==> src/rtl/cpu_pkg.sv <==
// Shared types and constants for the CPU instruction-fetch stage.
package cpu_pkg;

    localparam int INSTR_W = 16;

    typedef enum logic [1:0] {
        PS_HOLD = 2'b00,
        PS_INC  = 2'b01,
        PS_BR   = 2'b10,
        PS_JMP  = 2'b11
    } ps_e;

    typedef enum logic [1:0] {
        ST_FETCH = 2'b00,
        ST_EXEC  = 2'b01,
        ST_HALT  = 2'b10
    } fetch_state_e;

    function automatic logic [INSTR_W-1:0] sext6(input logic [5:0] v);
        return {{(INSTR_W-6){v[5]}}, v};
    endfunction

endpackage

==> src/rtl/cpu_pc_next.sv <==
// Combinational next-PC selector driven by the decoder's PS control.
module cpu_pc_next
    import cpu_pkg::*;
(
    input  logic [15:0] pc,
    input  logic [1:0]  ps,
    input  logic [5:0]  br_ofs,
    input  logic [15:0] jump_target,
    output logic [15:0] pc_next
);

    // All adds are 16-bit so wrap-around falls out naturally.
    always_comb begin
        pc_next = pc;
        case (ps_e'(ps))
            PS_HOLD: pc_next = pc;
            PS_INC:  pc_next = pc + 16'd1;
            PS_BR:   pc_next = pc + sext6(br_ofs);
            PS_JMP:  pc_next = jump_target;
            default: pc_next = pc;
        endcase
    end

endmodule

==> src/rtl/cpu_fetch_unit.sv <==
// Instruction fetch/sequencing stage: owns PC, IR and the execution-state bit.
// Optional fetch timeout enabled by defining CPU_FETCH_TIMEOUT_EN.
//
// state    | meaning
// ---------+-----------------------------------------------
// ST_FETCH | request word at pc, wait for imem_ack
// ST_EXEC  | IR valid to decoder, apply ps/ns/ir_l
// ST_HALT  | stopped, pc/ir frozen until reset
module cpu_fetch_unit
    import cpu_pkg::*;
#(
    parameter logic [15:0] RESET_PC       = 16'h0000,
    parameter int          TIMEOUT_CYCLES = 16
)(
    input  logic        clk,
    input  logic        rst_n,
    input  logic [1:0]  ps,
    input  logic        ir_l,
    input  logic        ns,
    input  logic [15:0] jump_target,
    output logic        imem_req,
    output logic [15:0] imem_addr,
    input  logic [15:0] imem_rdata,
    input  logic        imem_ack,
    output logic [15:0] ir,
    output logic        state,
    output logic [15:0] pc,
    output logic        ir_valid,
    output logic        halted,
    output logic        fetch_err
);

    if (TIMEOUT_CYCLES < 1) begin : g_bad_timeout
        $error("TIMEOUT_CYCLES must be at least 1");
    end

    fetch_state_e fsm_q, fsm_d;
    logic [15:0]  pc_q, ir_q, pc_next;
    logic         state_q;
    logic         tmo_hit;

    cpu_pc_next u_pc_next (
        .pc          (pc_q),
        .ps          (ps),
        .br_ofs      ({ir_q[8:6], ir_q[2:0]}),
        .jump_target (jump_target),
        .pc_next     (pc_next)
    );

`ifdef CPU_FETCH_TIMEOUT_EN
    localparam logic [15:0] TMO_LOAD = 16'(TIMEOUT_CYCLES - 1);

    logic [15:0] tmo_cnt;
    logic        fetch_err_q;

    assign tmo_hit = (fsm_q == ST_FETCH) && !imem_ack && (tmo_cnt == 16'd0);

    // Down-counter reloads whenever we are outside FETCH, so it starts fresh on entry.
    always_ff @(posedge clk or negedge rst_n) begin
        if (!rst_n) begin
            tmo_cnt     <= TMO_LOAD;
            fetch_err_q <= 1'b0;
        end else begin
            if (fsm_q != ST_FETCH)
                tmo_cnt <= TMO_LOAD;
            else if (!imem_ack && tmo_cnt != 16'd0)
                tmo_cnt <= tmo_cnt - 16'd1;
            if (tmo_hit)
                fetch_err_q <= 1'b1;
        end
    end

    assign fetch_err = fetch_err_q;
`else
    assign tmo_hit   = 1'b0;
    assign fetch_err = 1'b0;
`endif

    always_ff @(posedge clk or negedge rst_n) begin
        if (!rst_n)
            fsm_q <= ST_FETCH;
        else
            fsm_q <= fsm_d;
    end

    always_comb begin
        fsm_d = fsm_q;
        case (fsm_q)
            ST_FETCH: if (imem_ack || tmo_hit) fsm_d = ST_EXEC;
            ST_EXEC: begin
                if (ns)        fsm_d = ST_EXEC;
                else if (ir_l) fsm_d = ST_FETCH;
                else           fsm_d = ST_HALT;
            end
            ST_HALT:  fsm_d = ST_HALT;
            default:  fsm_d = ST_FETCH;
        endcase
    end

    always_comb begin
        imem_req = 1'b0;
        ir_valid = 1'b0;
        halted   = 1'b0;
        case (fsm_q)
            ST_FETCH: imem_req = 1'b1;
            ST_EXEC:  ir_valid = 1'b1;
            ST_HALT:  halted   = 1'b1;
            default:  imem_req = 1'b0;
        endcase
    end

    // IR is written only in FETCH; PC only moves in EXEC.
    always_ff @(posedge clk or negedge rst_n) begin
        if (!rst_n) begin
            pc_q    <= RESET_PC;
            ir_q    <= 16'h0000;
            state_q <= 1'b0;
        end else begin
            case (fsm_q)
                ST_FETCH: begin
                    if (imem_ack) begin
                        ir_q    <= imem_rdata;
                        state_q <= 1'b0;
                    end else if (tmo_hit) begin
                        ir_q    <= 16'h0000;
                        state_q <= 1'b0;
                    end
                end
                ST_EXEC: begin
                    pc_q    <= pc_next;
                    state_q <= ns;
                end
                default: ;
            endcase
        end
    end

    assign pc        = pc_q;
    assign imem_addr = pc_q;
    assign ir        = ir_q;
    assign state     = state_q;

endmodule

==> config.mk <==
export PLATFORM = sky130hd
export DESIGN_NAME = cpu_fetch_unit
export DESIGN_NICKNAME = d
export VERILOG_FILES = /design/src/rtl/cpu_pkg.sv /design/src/rtl/cpu_pc_next.sv /design/src/rtl/cpu_fetch_unit.sv
export SDC_FILE = /design/constraint.sdc
export NUM_CORES = 1
export LEC_CHECK = 0
export CAP_MARGIN = 20
export CORE_UTILIZATION = 25
export DETAILED_ROUTE_END_ITERATION = 10
export GPL_TIMING_DRIVEN = 1
export PLACE_DENSITY_LB_ADDON = 0.1
export SYNTH_ARGS = -nofsm -noshare
export SYNTH_HDL_FRONTEND = slang
export SYNTH_SLANG_ARGS = --single-unit
==> constraint.sdc <==
create_clock -name clk -period 4.9 [get_ports clk]
set_input_delay 0.98 -clock clk [delete_from_list [all_inputs] [get_ports clk]]
set_output_delay 0.98 -clock clk [all_outputs]
set_load 0.05 [all_outputs]
==> After elaboration in Yosys (flattened, before gate mapping) <==
Index checks and enable logic that the tools add are counted.
Widths: inputs -> output; s select.
{ "word_totals": {"register_bits": 35, "latchBits": 0, "mem_bits_rw": 0, "mem_bits_ro": 0, "in_bits": 39, "out_inout_bits": 53, "elab_cells": 29, "n_memories": 0} }
{ "classes": {"add_sub_neg": 2, "mul": 0, "n_div": 0, "magnitude_cmp": 0, "eq_ne": 6, "shift": 0, "n_mux": 10, "n_bitwise": 1, "n_reduce_logical": 6} }
{ "ops": {"columns": ["cell", "count"], "rows": [
  ["$pmux 16 s3", 1],
  ["$add 16x1->16 const B", 1],
  ["$add 16x16->16", 1],
  ["$eq 2x2->1 const B", 3],
  ["$mux 2", 3],
  ["$pmux 2 s3", 1],
  ["$reduce_and 2->1", 3],
  ["$eq 2x1->1 const B", 2],
  ["$logic_not 2->1", 2],
  ["$mux 1", 4],
  ["$ne 2x2->1 const B", 1],
  ["$pmux 1 s2", 1],
  ["$reduce_bool 2->1", 1],
  ["$not 1->1", 1]
]} }

==> Longest topological paths before layout <==
Gate-level depths: netlist of the first run.
{ "depth": {"word_depth": 3, "ltp_mapped": 10} }

==> Cells and area by module <==
A second synthesis of the first run with hierarchy kept.
{ "hier_totals": {"cells_unflattened": 265, "area_unflattened_um2": 2622.5} }
{ "by_module_without_submodules": {"columns": ["module", "n_inst", "cells_each", "area_each_um2", "seq_area_each_um2"], "rows": [
  ["cpu_fetch_unit", 1, 99, 1525.2, 875.8],
  ["cpu_pc_next", 1, 166, 1097.3, 0.0]
]} }

==> Worst setup path before layout of the first run <==
OpenSTA, ideal clock, no wires.
{ "synth_path": {"path_type": "input to register", "from": "in ps[1]", "to": "reg pc_q[10], in the netlist imem_addr[10]", "setup_ps": 126, "t_arrival_ps": 3005, "t_required_ps": 4774, "setup_slack_ps": 1769, "cell_stages": 9, "path_cell_list": "nor2b_1 nand2b_1 ha_1 fa_1 a211o_1 a2111oi_2 o2bb2ai_1 a31oi_1 a2bb2oi_1"} }
{ "synth_via": {"elab_chain_cells": 3} }
{ "synth_rtl": {"columns": ["item", "line_no", "text"], "rows": [
  ["from (decl)", "cpu_fetch_unit.sv:17", "input logic [1:0] ps,"],
  ["branches (longest 3 deep; another with $pmux 16 s3)", null, null],
  ["to (signal assigned)", "cpu_fetch_unit.sv:130", "pc_q <= pc_next;"],
  ["to (decl)", "cpu_fetch_unit.sv:38", "logic [15:0] pc_q, ir_q, pc_next;"]
]} }
Several ways; the timed one is not identified.
A chain may end at the register's enable or synchronous reset.

==> Final worst setup path of the first run <==
Ends and elaborated chain as after synthesis.

==> impl_metrics.ini, run 1 <==
[place]
placed_cells = 417
port_buffers = 90
pre_cts_ws_ps = 744
gp_congestion = 0.801
dp_hpwl_mm = 4.66

[worst_setup_path]
path_class = in2reg
worst_ep_required_time_ps = 5090
crit_path_cell_trace = clkdlybuf4s50_1 > nor2b_1 > nand2b_1 > ha_1 > fa_1 > a211o_1 > a2111oi_2 > o2bb2ai_1 > a31oi_1 > a2bb2oi_1
slowest_delay_ps = 640
critical_path.endpoint_type = flip-flop
crit_buf_inv = 1
reg2reg_from = ir[0]
crit_path_max_fanout = 7
cp_slowest_cell = clkdlybuf4s50_1
ff2ff_path_depth = 8
crit_arrival_ps = 4040
startpoint_type = primary input
worstReg2RegEnd = imem_addr[10]
crit_family = compound AO/OA/AOI/OAI gates
reg2reg_slack_ps = 2250

[timing]
grt_setup_unrepaired = no
setup_viol = 0
slew_viol_final = 0
clock.fmax_ghz = 0.259
tns_ps = 0
finalCriticalPeriod_ps = 3850
hold_viol = 0
post-route-period-util = 0.787
worst_pin_slew_ps = 950
slew_headroom = 0.366
fin_ws_ps = 1050
finalClockSkew_ps = 9.01

[yosys]
synthCells = 249
synth.distinct_cells = 46
synth_compound_area_frac = 0.192
synth_xor_area_frac = 0.00761
syn_area_per_cell_um2 = 9.24
synth_edf_count = 0
synthSimpleGateAreaFrac = 0.192
synth_area_um2 = 2300
synth_nets = 294
yosys-top-cells-area = dfrtp_1 (38%), mux2_2 (7.8%), buf_4 (5.5%)
yosysWarnings = 0
async_flop_share = 1.00
synth_top_family_by_area = compound AO/OA/AOI/OAI gates
ys_seq_elements = 35
synth_top_area_share = 0.381
yosys.area_share.adder = 0.0359
synthMuxAreaShare = 0.104
synth_ff_type = dfrtp_1
synth_seq_area_share = 0.381
synth_top_area_cell = dfrtp_1

[global_routing]
grt_max_degree = 36
antenna_found_initial = 0
grt_overflow = 0
grt_pass1_wl_mm = 11.1
grt_pass1_vias = 2178
grt_usage = 0.144

[worst_hold_path]
worstHoldStart = ir[14]
hold_end = ir[14]
min_path_cells = 1
hp-class = reg2reg

[route]
wl_per_cell_um = 15.4
route.detailed.drc = 7
vias_per_cell = 4.92
first_pass_iters = 9
drt_iter0_markers = 106
vias = 2091
drt.antenna.violating_nets = 0
routed_wl_mm = 6.54

[cts]
cts_hold_buffers = 0
cts_resized = 0
numCtsBuffers = 5
cts.sinks = 35
clockBufferDepth = 2
cts_htree_levels = 2
path_clk_slew_ps = 90
postCtsSetupBuffers = 0
cts_tree = built
cts_root_buf = clkbuf_8
clk_latency_ps = 300

[die]
num_rows = 34
io_pins = 92
coreArea_um2 = 8810
fp.dieW_um = 97.9
dieArea_um2 = 9590
initial_core_util = 0.261
die_h_um = 97.9

[final_layout]
multiInputGateArea_um2 = 1230
nets = 361
post_layout_nonfiller_instances = 425
drive_gt1_frac = 0.110
diodes = 0
area_growth_pct = 41.2
seq_area_um2 = 876
fill_cells = 920

[status]
violations = DRC
status = finished, violations left

[power]
peakVddDrop_mv = 0.376
p_leak_nw = 1.32
cellPowerDensity_nw_per_um2 = 768

[flow_run]
drv_cap = 0
-- area by class of cell --
cell class / instances / share of cell area
multi-input combinational: 179 / 0.379
timing repair buffer: 91 / 0.278
sequential: 35 / 0.270
tap: 108 / 0.0416
clock buffer: 5 / 0.0212
clock inverter: 3 / 0.00616
inverter: 4 / 0.00462
-- placed cells by master (no fill, tap or decap), types with 4 or more instances in the layout --
| cell type | netlist | final |
|---|---|---|
| a31oi_1 | 7 | 7 |
| dfrtp_1 | 35 | 35 |
| nor3_1 | 6 | 6 |
| mux2i_1 | 6 | 6 |
| and2_1 | 10 | 10 |
| o21ai_0 | 6 | 5 |
| a21o_1 | 5 | 5 |
| nand2b_1 | 4 | 4 |
| and3_1 | 4 | 4 |
| clkbuf_8 | 0 | 5 |
| a211oi_1 | 5 | 5 |
| nand3_1 | 9 | 9 |
| ha_1 | 5 | 5 |
| a21oi_1 | 11 | 11 |
| o21ai_1 | 7 | 7 |
| mux2_2 | 16 | 16 |
| clkdlybuf4s50_1 | 0 | 89 |
| nand2_1 | 19 | 19 |
| a2bb2oi_1 | 6 | 6 |
| inv_1 | 4 | 4 |
| nor2_1 | 19 | 19 |
-- stage by stage --
step	hold WS, ps	utilization	power [mW]	cell area, um^2
floorplan	585	-	1.80	2300
global placement	490	0.359	2.28	3160
detailed placement	495	0.359	2.28	3160
CTS	523	0.369	2.52	3250
global route	541	0.369	2.65	3250
finish	513	0.369	2.50	3250
-- worst register-to-register path, cell delays in order, from the launching register on --
cell,delay (ps)
dfrtp_1,410
nand2b_1,170
ha_1,240
fa_1,430
a211o_1,370
a2111oi_2,470
o2bb2ai_1,200
a31oi_1,110
a2bb2oi_1,160
-- worst max-delay path by stage --
stage | slack (ps) | to | cells after the start | startpoint
4_1_cts | 1050 | imem_addr[10] | 10 | ps[1]
3_3_place_gp | 810 | imem_addr[10] | 10 | ps[1]
3_5_place_dp | 740 | imem_addr[10] | 10 | ps[1]
2_1_floorplan | 1770 | imem_addr[10] | 9 | ps[1]
5_1_grt | 760 | imem_addr[14] | 10 | ps[1]
6_report | 1050 | imem_addr[10] | 10 | ps[1]
-- Yosys cell counts (7+ instances only) --
| cell | n |
|---|---|
| mux2_2 | 16 |
| nor2_1 | 19 |
| a31oi_1 | 7 |
| o21ai_1 | 7 |
| nand3_1 | 9 |
| buf_4 | 17 |
| dfrtp_1 | 35 |
| and2_1 | 10 |
| a21oi_1 | 11 |
| clkbuf_1 | 12 |
| nand2_1 | 19 |
-- power by group --
group          internal [mW]  total, mW  switching, mW
Combinational          0.599       1.69           1.09
Clock                 0.0992      0.223          0.124
Sequential             0.424      0.587          0.163
Total                   1.12       2.50           1.37
-- registers in the layout (all words and copies together), names as in the netlist --
register,flops
imem_addr,16
fsm_q,2
ir,16
state,1
-- cells by family (layout without fill, tap and decap cells) --
logic type                 count (synthesis)  after routing
xor gates and xnor gates                   2              2
DFF                                       35             35
muxes                                     22             22
adders and majority gates                  6              6
buffers and inverters                     35            103
AOI/OAI and AO/OA                         64             64
and+or+nand+nor                           84             84
other                                      1              1
-- layer usage --
metal,part of all wire,track usage
met5,0,0
met4,0,0.0245
met3,0.081,0.0408
met2,0.45,0.232
met1,0.47,0.193
(Power assumes the default switching activity.)
==> inputs of run 2 (changes only) <==
- clock period: 4.9 -> 3.22 ns (I/O delays scaled with it)
==> run 2 against run 1 <==
  * The flow still finishes with violations (DRC)
  * Sequential cell count unchanged
  * Global-route usage up 0.098 points
  * Setup slack worse by 840 ps
  * Sequential share of layout area down 1.5 points
  * Non-clock buffer count up 20
  * Register-to-register slack worse by 1600 ps
  * Clock skew up 2.9 ps
  * Critical endpoint is now imem_addr[6]
==> impl_metrics.ini, run 2 (synthesized netlist as in run 1, its figures left out) <==
[status]
status = finished, violations left
violations = DRC

[route]
vias_per_cell = 4.79
route.detailed.drc = 8
first_pass_iters = 10
wl_per_cell_um = 15.0
drt_iter0_markers = 83
drt.antenna.violating_nets = 0
vias = 2131
routed_wl_mm = 6.69

[power]
finalPower_mw = 3.91
cellPowerDensity_nw_per_um2 = 1140
p_leak_nw = 1.44
peakVddDrop_mv = 0.534

[die]
die_h_um = 97.9
fp.dieW_um = 97.9
initial_core_util = 0.261
io_pins = 92
coreArea_um2 = 8810
num_rows = 34
dieArea_um2 = 9590

[timing]
clock.fmax_ghz = 0.331
grt_setup_unrepaired = no
finalClockSkew_ps = 12.0
post-route-period-util = 0.937
worst_pin_slew_ps = 852
fin_ws_ps = 202
hold_viol = 0
setup_viol = 0
finalCriticalPeriod_ps = 3020
slew_headroom = 0.432
slew_viol_final = 0

[place]
dp_hpwl_mm = 4.78
port_buffers = 90
pre_cts_ws_ps = -389
gp_congestion = 0.761

[worst_setup_path]
reg2reg_from = ir[0]
worstSetupStartpoint = ps[0]
crit_arrival_ps = 3190
reg2reg_slack_ps = 700
critical_path.endpoint_type = flip-flop
path_class = in2reg
worstReg2RegEnd = imem_addr[6]
crit_path_max_fanout = 9
ff2ff_path_depth = 9
worst_ep_required_time_ps = 3390
startpoint_type = primary input

[global_routing]
grt_max_degree = 36
grt_overflow = 0
antenna_found_initial = 0
grt_pass1_vias = 2289
grt_usage = 0.145
grt_pass1_wl_mm = 11.1

[cts]
cts_tree = built
cts.sinks = 35
clk_latency_ps = 290
cts_root_buf = clkbuf_8
cts_htree_levels = 2
clockBufferDepth = 2
numCtsBuffers = 5
path_clk_slew_ps = 90
cts_hold_buffers = 0

[final_layout]
diodes = 0
nets = 381
drive_gt1_frac = 0.172
layout_common_cells = clkdlybuf4s50_1 (88), dfrtp_1 (35), buf_4 (21)
mostFrequentLayoutCell = clkdlybuf4s50_1
area_growth_pct = 49.4

[worst_hold_path]
hp-class = in2async

[flow_run]
drv_cap = 0
==> run 2: layout make-up <==
class | count | area, um^2
tap | 108 | 135
clock buffer | 6 | 72.6
sequential | 35 | 876
multi-input combinational | 179 | 1270
timing repair buffer | 111 | 1060
clock inverter | 2 | 12.5
fill | 888 | 5370
inverter | 4 | 15.0
==> run 2: timing repair <==
item	CTS	global route
pin swaps	0	0
resized for setup	5	4
buffers inserted	0	0
endpoints found under the setup margin	5	11
==> run 2: per-stage QoR <==
stage	area [um^2]	util	hold slack [ps]	TNS (ps)	std cells
floorplan	2300	-	348	0	249
global placement	3310	0.376	489	-2630	437
detailed placement	3310	0.376	494	-3330	437
CTS	3420	0.388	484	0	445
global route	3440	0.390	517	0	445
finish	3440	0.390	450	0	445
==> run 2: metal layers <==
metal  GRT usage  wire, um  part of all wire
met1       0.182      3130              0.47
met2       0.244      3000              0.45
met3      0.0465       522             0.078
met4      0.0268        35            0.0052
met5           0         0                 0
==> run 2: critical path: stages <==
cell,delay (ps)
clkdlybuf4s50_1,530
nor2b_4,60
buf_4,130
and2_1,190
fa_1,420
a211o_1,380
a21o_4,270
nand2b_1,140
o21ai_1,150
mux2i_1,200
o21ai_1,70
==> run 2: how the worst max path moves through the flow <==
stage,slack [ps],cells after the start,to
final,200,11,imem_addr[6]
after global routing,20,11,imem_addr[6]
after global placement,-280,10,imem_addr[10]
after CTS,20,11,imem_addr[12]
after detailed placement,-390,10,imem_addr[10]
after floorplan,420,9,imem_addr[10]
==> run 2: power by group <==
group | internal, mW | switching, mW | leakage [nW]
Sequential | 0.645 | 0.249 | 0.401
Combinational | 1.00 | 1.68 | 0.996
Clock | 0.152 | 0.182 | 0.0412
==> inputs of run 3 (changes only) <==
- clock period: 3.22 -> 3 ns (I/O delays scaled with it)
==> run 3 against run 2 <==
  * The flow still finishes with violations (DRC)
  * Clock power is 8.7% higher
  * Largest cell class unchanged
  * Register-to-register slack worse by 140 ps
  * Setup slack better by 38 ps
  * Sequential power is 8.2% higher
  * Total power is 9.0% higher
  * Via count is 2.7% higher
  * Sequential share of layout area is 0.44 points lower
  * Count of clock-buffer cells in the layout is 1 lower
  * Non-clock buffer count is 1 higher
  * Global-route usage is 0.45 points lower
  * Cell area is 1.7% higher
  * Cell count is 0.45% higher
==> impl_metrics.ini, run 3 (synthesized netlist as in run 1, its figures left out) <==
[worst_setup_path]
reg2reg_from = ir[0]
worst_ep_required_time_ps = 3180
crit_path_max_fanout = 5
startpoint_type = primary input
crit_arrival_ps = 2940
reg2reg_slack_ps = 560
path_class = in2reg
cp_slowest_cell = fa_2
ff2ff_path_depth = 9
timing.critical_path.mode_cell = o21ai_1
critical_path.endpoint_type = flip-flop
worstReg2RegEnd = imem_addr[6]
crit_path_cell_trace = dlygate4sd2_1 > nor2b_4 > buf_4 > and2_1 > fa_2 > a211o_4 > a21o_4 > nand2b_1 > o21ai_1 > mux2i_1 > o21ai_1
slowest_delay_ps = 390

[timing]
hold_viol = 0
fin_ws_ps = 240
whs_ps = 403
slew_headroom = 0.441
finalClockSkew_ps = 7.18
finalCriticalPeriod_ps = 2760
slew_viol_final = 0
clock.fmax_ghz = 0.362
setup_viol = 0
grt_setup_unrepaired = no
post-route-period-util = 0.920
worst_pin_slew_ps = 839

[global_routing]
antenna_found_initial = 0
grt_overflow = 0
grt_usage = 0.140
grt_pass1_vias = 2147
grt_pass1_wl_mm = 10.7
grt_max_degree = 36

[cts]
cts_tree = built
cts.sinks = 35
cts_hold_buffers = 0
clockBufferDepth = 2
cts_htree_levels = 2
cts_root_buf = clkbuf_8
clk_latency_ps = 300
numCtsBuffers = 5
path_clk_slew_ps = 80

[route]
routed_wl_mm = 6.86
route.detailed.drc = 7
drt.antenna.violating_nets = 0
vias = 2188
drt_iter0_markers = 79
first_pass_iters = 9
wl_per_cell_um = 15.3
vias_per_cell = 4.89

[place]
place_area_um2 = 3310
port_buffers = 90
gp_congestion = 0.757
dp_hpwl_mm = 4.85
pre_cts_ws_ps = -536

[die]
initial_core_util = 0.261
io_pins = 92
die_h_um = 97.9
coreArea_um2 = 8810
dieArea_um2 = 9590
num_rows = 34
fp.dieW_um = 97.9

[final_layout]
fill_cells = 895
area_growth_pct = 52.0
nets = 383
seq_area_um2 = 876
multiInputGateArea_um2 = 1320
design_area_um2 = 3500
drive_gt1_frac = 0.201
diodes = 0
mostFrequentLayoutCell = clkdlybuf4s50_1
final_util = 0.397
layout_common_cells = clkdlybuf4s50_1 (87), dfrtp_1 (35), buf_4 (22)

[power]
p_leak_nw = 1.45
peakVddDrop_mv = 0.601
p_clk_frac = 0.085
power.share.switching = 0.542
p_switching_mw = 2.31
pwr-share-comb = 0.688
p_int_mw = 1.96
p_seq_frac = 0.227
cellPowerDensity_nw_per_um2 = 1220

[flow_run]
drv_cap = 0

[status]
status = finished, violations left
violations = DRC

[worst_hold_path]
hp-class = in2async
==> run 3: changes by cell type in the layout (fill, tap and decap cells not counted), sizes merged <==
cell           before  now
a21o                5    6
clkinvlp            1    2
clkdlybuf4s50      88   87
buf                22   23
clkbuf              6    5
dlygate4sd2         0    1
==> run 3: routing by layer <==
| metal | track usage | part of all wire |
|---|---|---|
| met1 | 0.173 | 0.45 |
| met2 | 0.230 | 0.45 |
| met3 | 0.0494 | 0.082 |
| met4 | 0.0396 | 0.0085 |
| met5 | 0 | 0 |
==> run 3: cell type report <==
| cell class | instances | share of cell area |
|---|---|---|
| clock inverter | 3 | 0.00572 |
| multi-input combinational | 180 | 0.378 |
| clock buffer | 5 | 0.0197 |
| tap | 108 | 0.0386 |
| sequential | 35 | 0.250 |
| inverter | 4 | 0.00429 |
| timing repair buffer | 112 | 0.304 |
==> run 3: critical path: cells and delay by family <==
family / cells / cell delay [ps]
AO/OA/AOI/OAI: 4 / 850
AND/OR/NAND/NOR: 3 / 480
buffers and inverters: 2 / 420
adder cells (fa/ha/maj): 1 / 390
multiplexers: 1 / 200
==> run 3: how the worst max path moves through the flow <==
| stage | from | end | slack [ps] | depth (start not counted) |
|---|---|---|---|---|
| 2_1_floorplan | ps[1] | imem_addr[10] | 250 | 9 |
| 3_3_place_gp | ps[1] | imem_addr[10] | -450 | 10 |
| 3_5_place_dp | ps[1] | imem_addr[14] | -540 | 10 |
| 4_1_cts | ps[0] | imem_addr[12] | 10 | 11 |
| 5_1_grt | ps[1] | imem_addr[13] | 70 | 12 |
| 6_report | ps[1] | imem_addr[6] | 240 | 11 |
==> run 3: through the flow <==
stage	std cells	setup TNS [ps]	power [mW]
after global routing	447	0	4.51
after CTS	446	0	4.24
final	447	0	4.27
after global placement	438	-4340	3.83
after floorplan	249	0	2.95
after detailed placement	438	-5100	3.85
==> run 3: timing repair <==
| action | in CTS | in global routing |
|---|---|---|
| resized for setup | 5 | 13 |
| cloned | 0 | 1 |
| buffers inserted | 0 | 0 |
| pin swaps | 0 | 4 |
| endpoints found under the setup margin | 11 | 11 |
==> run 3: power groups by stage <==
stage	registers, mW	clock network [mW]	logic (mW)
2_1_floorplan	1.64	0	1.31
3_3_place_gp	0.965	0	2.87
3_5_place_dp	0.974	0	2.88
4_1_cts	0.968	0.385	2.89
5_1_grt	1.02	0.395	3.10
6_report	0.967	0.363	2.94
==> patch 1: new RTL, flow settings as in run 2 <==
Re-encode `fetch_state_e` (3 states) as one-hot, 3 bits wide.
--- a/src/rtl/cpu_pkg.sv
+++ b/src/rtl/cpu_pkg.sv
@@ -12,6 +12,6 @@
 
-    typedef enum logic [1:0] {
-        ST_FETCH = 2'b00,
-        ST_EXEC  = 2'b01,
-        ST_HALT  = 2'b10
+    typedef enum logic [2:0] {
+        ST_FETCH = 3'b001,
+        ST_EXEC  = 3'b010,
+        ST_HALT  = 3'b100
     } fetch_state_e;
Function: no difference found for any inputs over 10 cycles, from zero or initial values and one cycle with rst_n low; not proved beyond that.
==> patch 1 against run 2 <==
Sequential cell count up 1; area after synthesis increased by 10%; die area rose by 10%; routed wire length rose by 16%; non-clock buffer count is 3 higher; design area up 7.6%; final cell count up 13%; power fell by 5.0%; hold slack gained 12 ps; fmax is 1.6% lower; utilization shrank 1.4 points; setup slack got worse by 51 ps; synthesized cell count rose by 12%; via count rose by 16%; largest cell class unchanged; highest routed layer unchanged.
==> patch 1: results (changes against run 2) <==
====================================================================
Run status                                                 completed
Final WL                                                     7750 um   +16%
Final net count                                                  412   +8.1%
Final hold slack                                              462 ps   +12.0 ps
Wire length of the first global-routing pass                12600 um   +14%
CP Max Fanout                                                      5   -4
Area share of the largest cell type after synthesis            34.5%   -3.5 points
Filler Cell Count                                               1061   +19%
Via count                                                       2463   +16%
Aggregate global-route resource usage                          15.4%   +0.96 points
Routed wirelength normalized by instance count               15.5 um   +2.9%
Routability congestion estimate from global placement          0.812   +6.7%
Post-route clock skew                                        10.2 ps   -1.75 ps
Worst Reg-to-Reg Cells                                             8   -1
Reported leakage power                                       1.47 nW   +2.1%
Post-Place Cells                                                 493   +13%
Layout cell share with drive strength beyond 1                 17.4%   +0.18 points
Iteration count of the initial detailed-routing pass               4   -6
Hpwl dp                                                      5600 um   +17%
Cell types occupying the most area after synthesis      dfrtp_1 35%, mux2_2 7.5%, buf_4 5.3%
Share of the yosys chip area belonging to registers            35.6%   -2.5 points
Post-Syn Area per Cell                                     9.09 um^2   -1.6%
Syn Nets                                                         324   +10%
Post-route minimum period                                    3070 ps   +50.5 ps
Largest net degree at the start of global routing                 37   +2.8%
====================================================================
==> patch 1: what timing repair did <==
action | in CTS | in global routing
hold endpoints to repair | 0 | 0
gates resized for setup | 0 | 2
endpoints found under the setup margin | 0 | 1
==> patch 1: cell type report <==
cell class	count	area share [%]
Clock buffer	5	1.86
Clock inverter	3	1.15
Inverter	5	0.643
Multi-Input combinational cell	205	38.4
Sequential cell	36	24.4
Tap cell	133	4.50
Timing Repair Buffer	114	29.1
==> patch 1: through the flow <==
step	utilization [%]	total power [W]	cell area (um^2)	TNS [ps]	setup slack [ps]
finish	37.7	0.00372	3700	0	152
global route	37.7	0.00395	3700	0	12.3
CTS	37.6	0.00375	3690	0	27.0
detailed placement	36.5	0.00331	3580	-745	-281
global placement	36.5	0.00331	3580	-464	-234
floorplan	-	0.00252	2540	0	298
==> patch 1: worst max path at each step <==
stage	end	slack, ps	start	cells after the start
after floorplan	imem_addr[14]	300	ps[1]	9
after global placement	imem_addr[14]	-230	ps[1]	11
after detailed placement	imem_addr[14]	-280	ps[1]	11
after CTS	imem_addr[14]	30	ps[1]	11
after global routing	imem_addr[11]	10	ps[1]	11
final	imem_addr[14]	150	ps[1]	11
==> patch 1: metal layers <==
metal / wire length [um] / track usage, %
met1: 3600 / 20.3
met2: 3600 / 25.4
met3: 475 / 4.07
met4: 82 / 3.41
met5: 0 / 0
==> patch 1: cells by family (layout without fill, tap and decap cells) <==
| group | Yosys count | in the layout | share of synthesized area, % |
|---|---|---|---|
| and+or+nand+nor | 98 | 98 | 20.4 |
| DFF | 36 | 36 | 35.6 |
| buffers and inverters | 38 | 127 | 8.78 |
| adders and majority gates | 6 | 6 | 3.26 |
| AOI/OAI and AO/OA | 75 | 75 | 21.2 |
| other | 1 | 1 | 0.148 |
| xor gates and xnor gates | 1 | 1 | 0.345 |
| muxes | 24 | 24 | 10.3 |
==> patch 1: critical path: stages <==
cell,delay [ps]
clkdlybuf4s50_1,470
nor2b_1,140
buf_4,140
nand2b_1,70
ha_1,210
fa_2,340
a211o_1,310
a211o_1,300
a2bb2oi_2,170
mux2_2,340
o221ai_1,150
==> patch 1: report_power, final <==
part	switching, W	leakage (nW)	internal (W)	total, W
clock network	0.000192	0.0541	0.000230	0.000422
logic	0.00150	1.00	0.000932	0.00243
registers	0.000223	0.413	0.000644	0.000867
==> patch 2: new RTL, config.mk and constraints of run 2 <==
Without the edit above. Add a define of `CPU_FETCH_TIMEOUT_EN`.
--- a/src/rtl/cpu_fetch_unit.sv
+++ b/src/rtl/cpu_fetch_unit.sv
@@ -8,2 +8,4 @@
 // ST_HALT  | stopped, pc/ir frozen until reset
+`define CPU_FETCH_TIMEOUT_EN
+
 module cpu_fetch_unit
Behaviour: no difference found for any inputs over 10 cycles, from zero or initial values and one cycle with rst_n low; that may be too few to reach the edited logic, so the function may still have changed.
==> patch 2 against run 2 <==
Routed wire length up 37%; power up 9.8%; setup slack worse by 48 ps; sequential power up 25%; design area up 29%; count of clock-buffer cells in the layout down 1; fmax down 1.6%; clock power up 71%; area after synthesis up 39%; final cell count up 36%; sequential cell count up 17.
==> patch 2: results (changes against run 2) <==
============================================================================
Wire length of the first global-routing pass                        14900 um   +34%
Routability congestion estimate from global placement                  0.767   +0.83%
Iteration count of the initial detailed-routing pass                       5   -5
Run status                                                         completed
Global-route track usage on met1                                       18.4%   +0.16 points
CP arrival                                                           3250 ps   +60 ps
Hpwl dp                                                              6660 um   +39%
Clock root buffer                                                  clkbuf_16
Worst-margin pin slew                                                 709 ps   -143 ps
Synthesized-area fraction occupied by adder cells                      3.37%   -0.22 points
Post-route clock skew                                                7.40 ps   -4.56 ps
VDD IR-drop max                                                     0.342 mV   -36%
Final std cells w/o fill                                                 605   +36%
Routed wl met2                                                       4490 um   +50%
Worst Reg-to-Reg Cells                                                     8   -1
Routed wirelength normalized by instance count                       15.1 um   +0.59%
Cell types occupying the most area after synthesis              dfrtp_1 38%, nand2_1 4.5%, a22o_1 4.4%
Met2 Track Usage GR                                                    24.7%   +0.36 points
Critical Path Start                                                    ps[1]
Most common library cells after synthesis                       48 x dfrtp_1, 38 x nand2_1, 24 x nor2_1
Final hold slack                                                      364 ps   -86.0 ps
Fraction of synthesized area in multiplexers                           1.61%   -8.8 points
Routed wire length on met3                                            441 um   -16%
Net switching power                                                0.00219 W   +3.6%
Library cells used by synthesis                                           59   +28%
Filler Cell Count                                                       1308   +47%
Register-to-register setup slack                                      680 ps   -20 ps
Fraction of the mapped netlist area in compound gates                  20.7%   +1.5 points
Placement-stage worst setup slack                                    -335 ps   +54.2 ps
Endpoint of the most critical setup path                        imem_addr[14]
Layout cell share with drive strength beyond 1                         13.0%   -4.2 points
Final worst setup slack                                               155 ps   -47.5 ps
Port Buffer Count                                                         91   +1.1%
Number of gates resized after CTS                                          1   -4
Cell with the largest stage delay on the worst path                   or4b_4
Met3 GRT Util                                                          2.53%   -2.1 points
Stage delay of the slowest cell on the critical path                  500 ps   -30 ps
Largest net degree at the start of global routing                         26   -28%
Share of the yosys chip area belonging to registers                    40.9%   +2.8 points
Cell area after placement                                          4260 um^2   +29%
Cell class contributing the biggest share of worst-path delay   simple AND/OR/NAND/NOR gates
Post-Syn Instances                                                       350   +41%
============================================================================
## patch 2: cell types whose count changed in the layout (fill, tap and decap cells not counted), moves of 8 or more
cell and delta:
a22o_1 +16, o21ai_0 +8, o211ai_1 +8, dfrtp_1 +13
nand2_1 +19, mux2_2 -15
## patch 2: final cells by class
type                            instances  area (um^2)  share of cell area (%)
Multi-Input combinational cell        258         1680                    37.8
Sequential cell                        52         1310                    29.4
Timing Repair Buffer                  113         1070                    24.1
Tap cell                              168          210                    4.73
Clock buffer                            5          125                    2.82
Clock inverter                          3         27.5                   0.620
Inverter                                6         22.5                   0.507
## patch 2: power by group through the flow
stage	clock network [W]	registers [W]	logic (W)
global route	0.000615	0.00117	0.00278
CTS	0.000596	0.00113	0.00261
detailed placement	0	0.00113	0.00260
floorplan	0	0.00168	0.00121
global placement	0	0.00114	0.00259
finish	0.000570	0.00112	0.00261
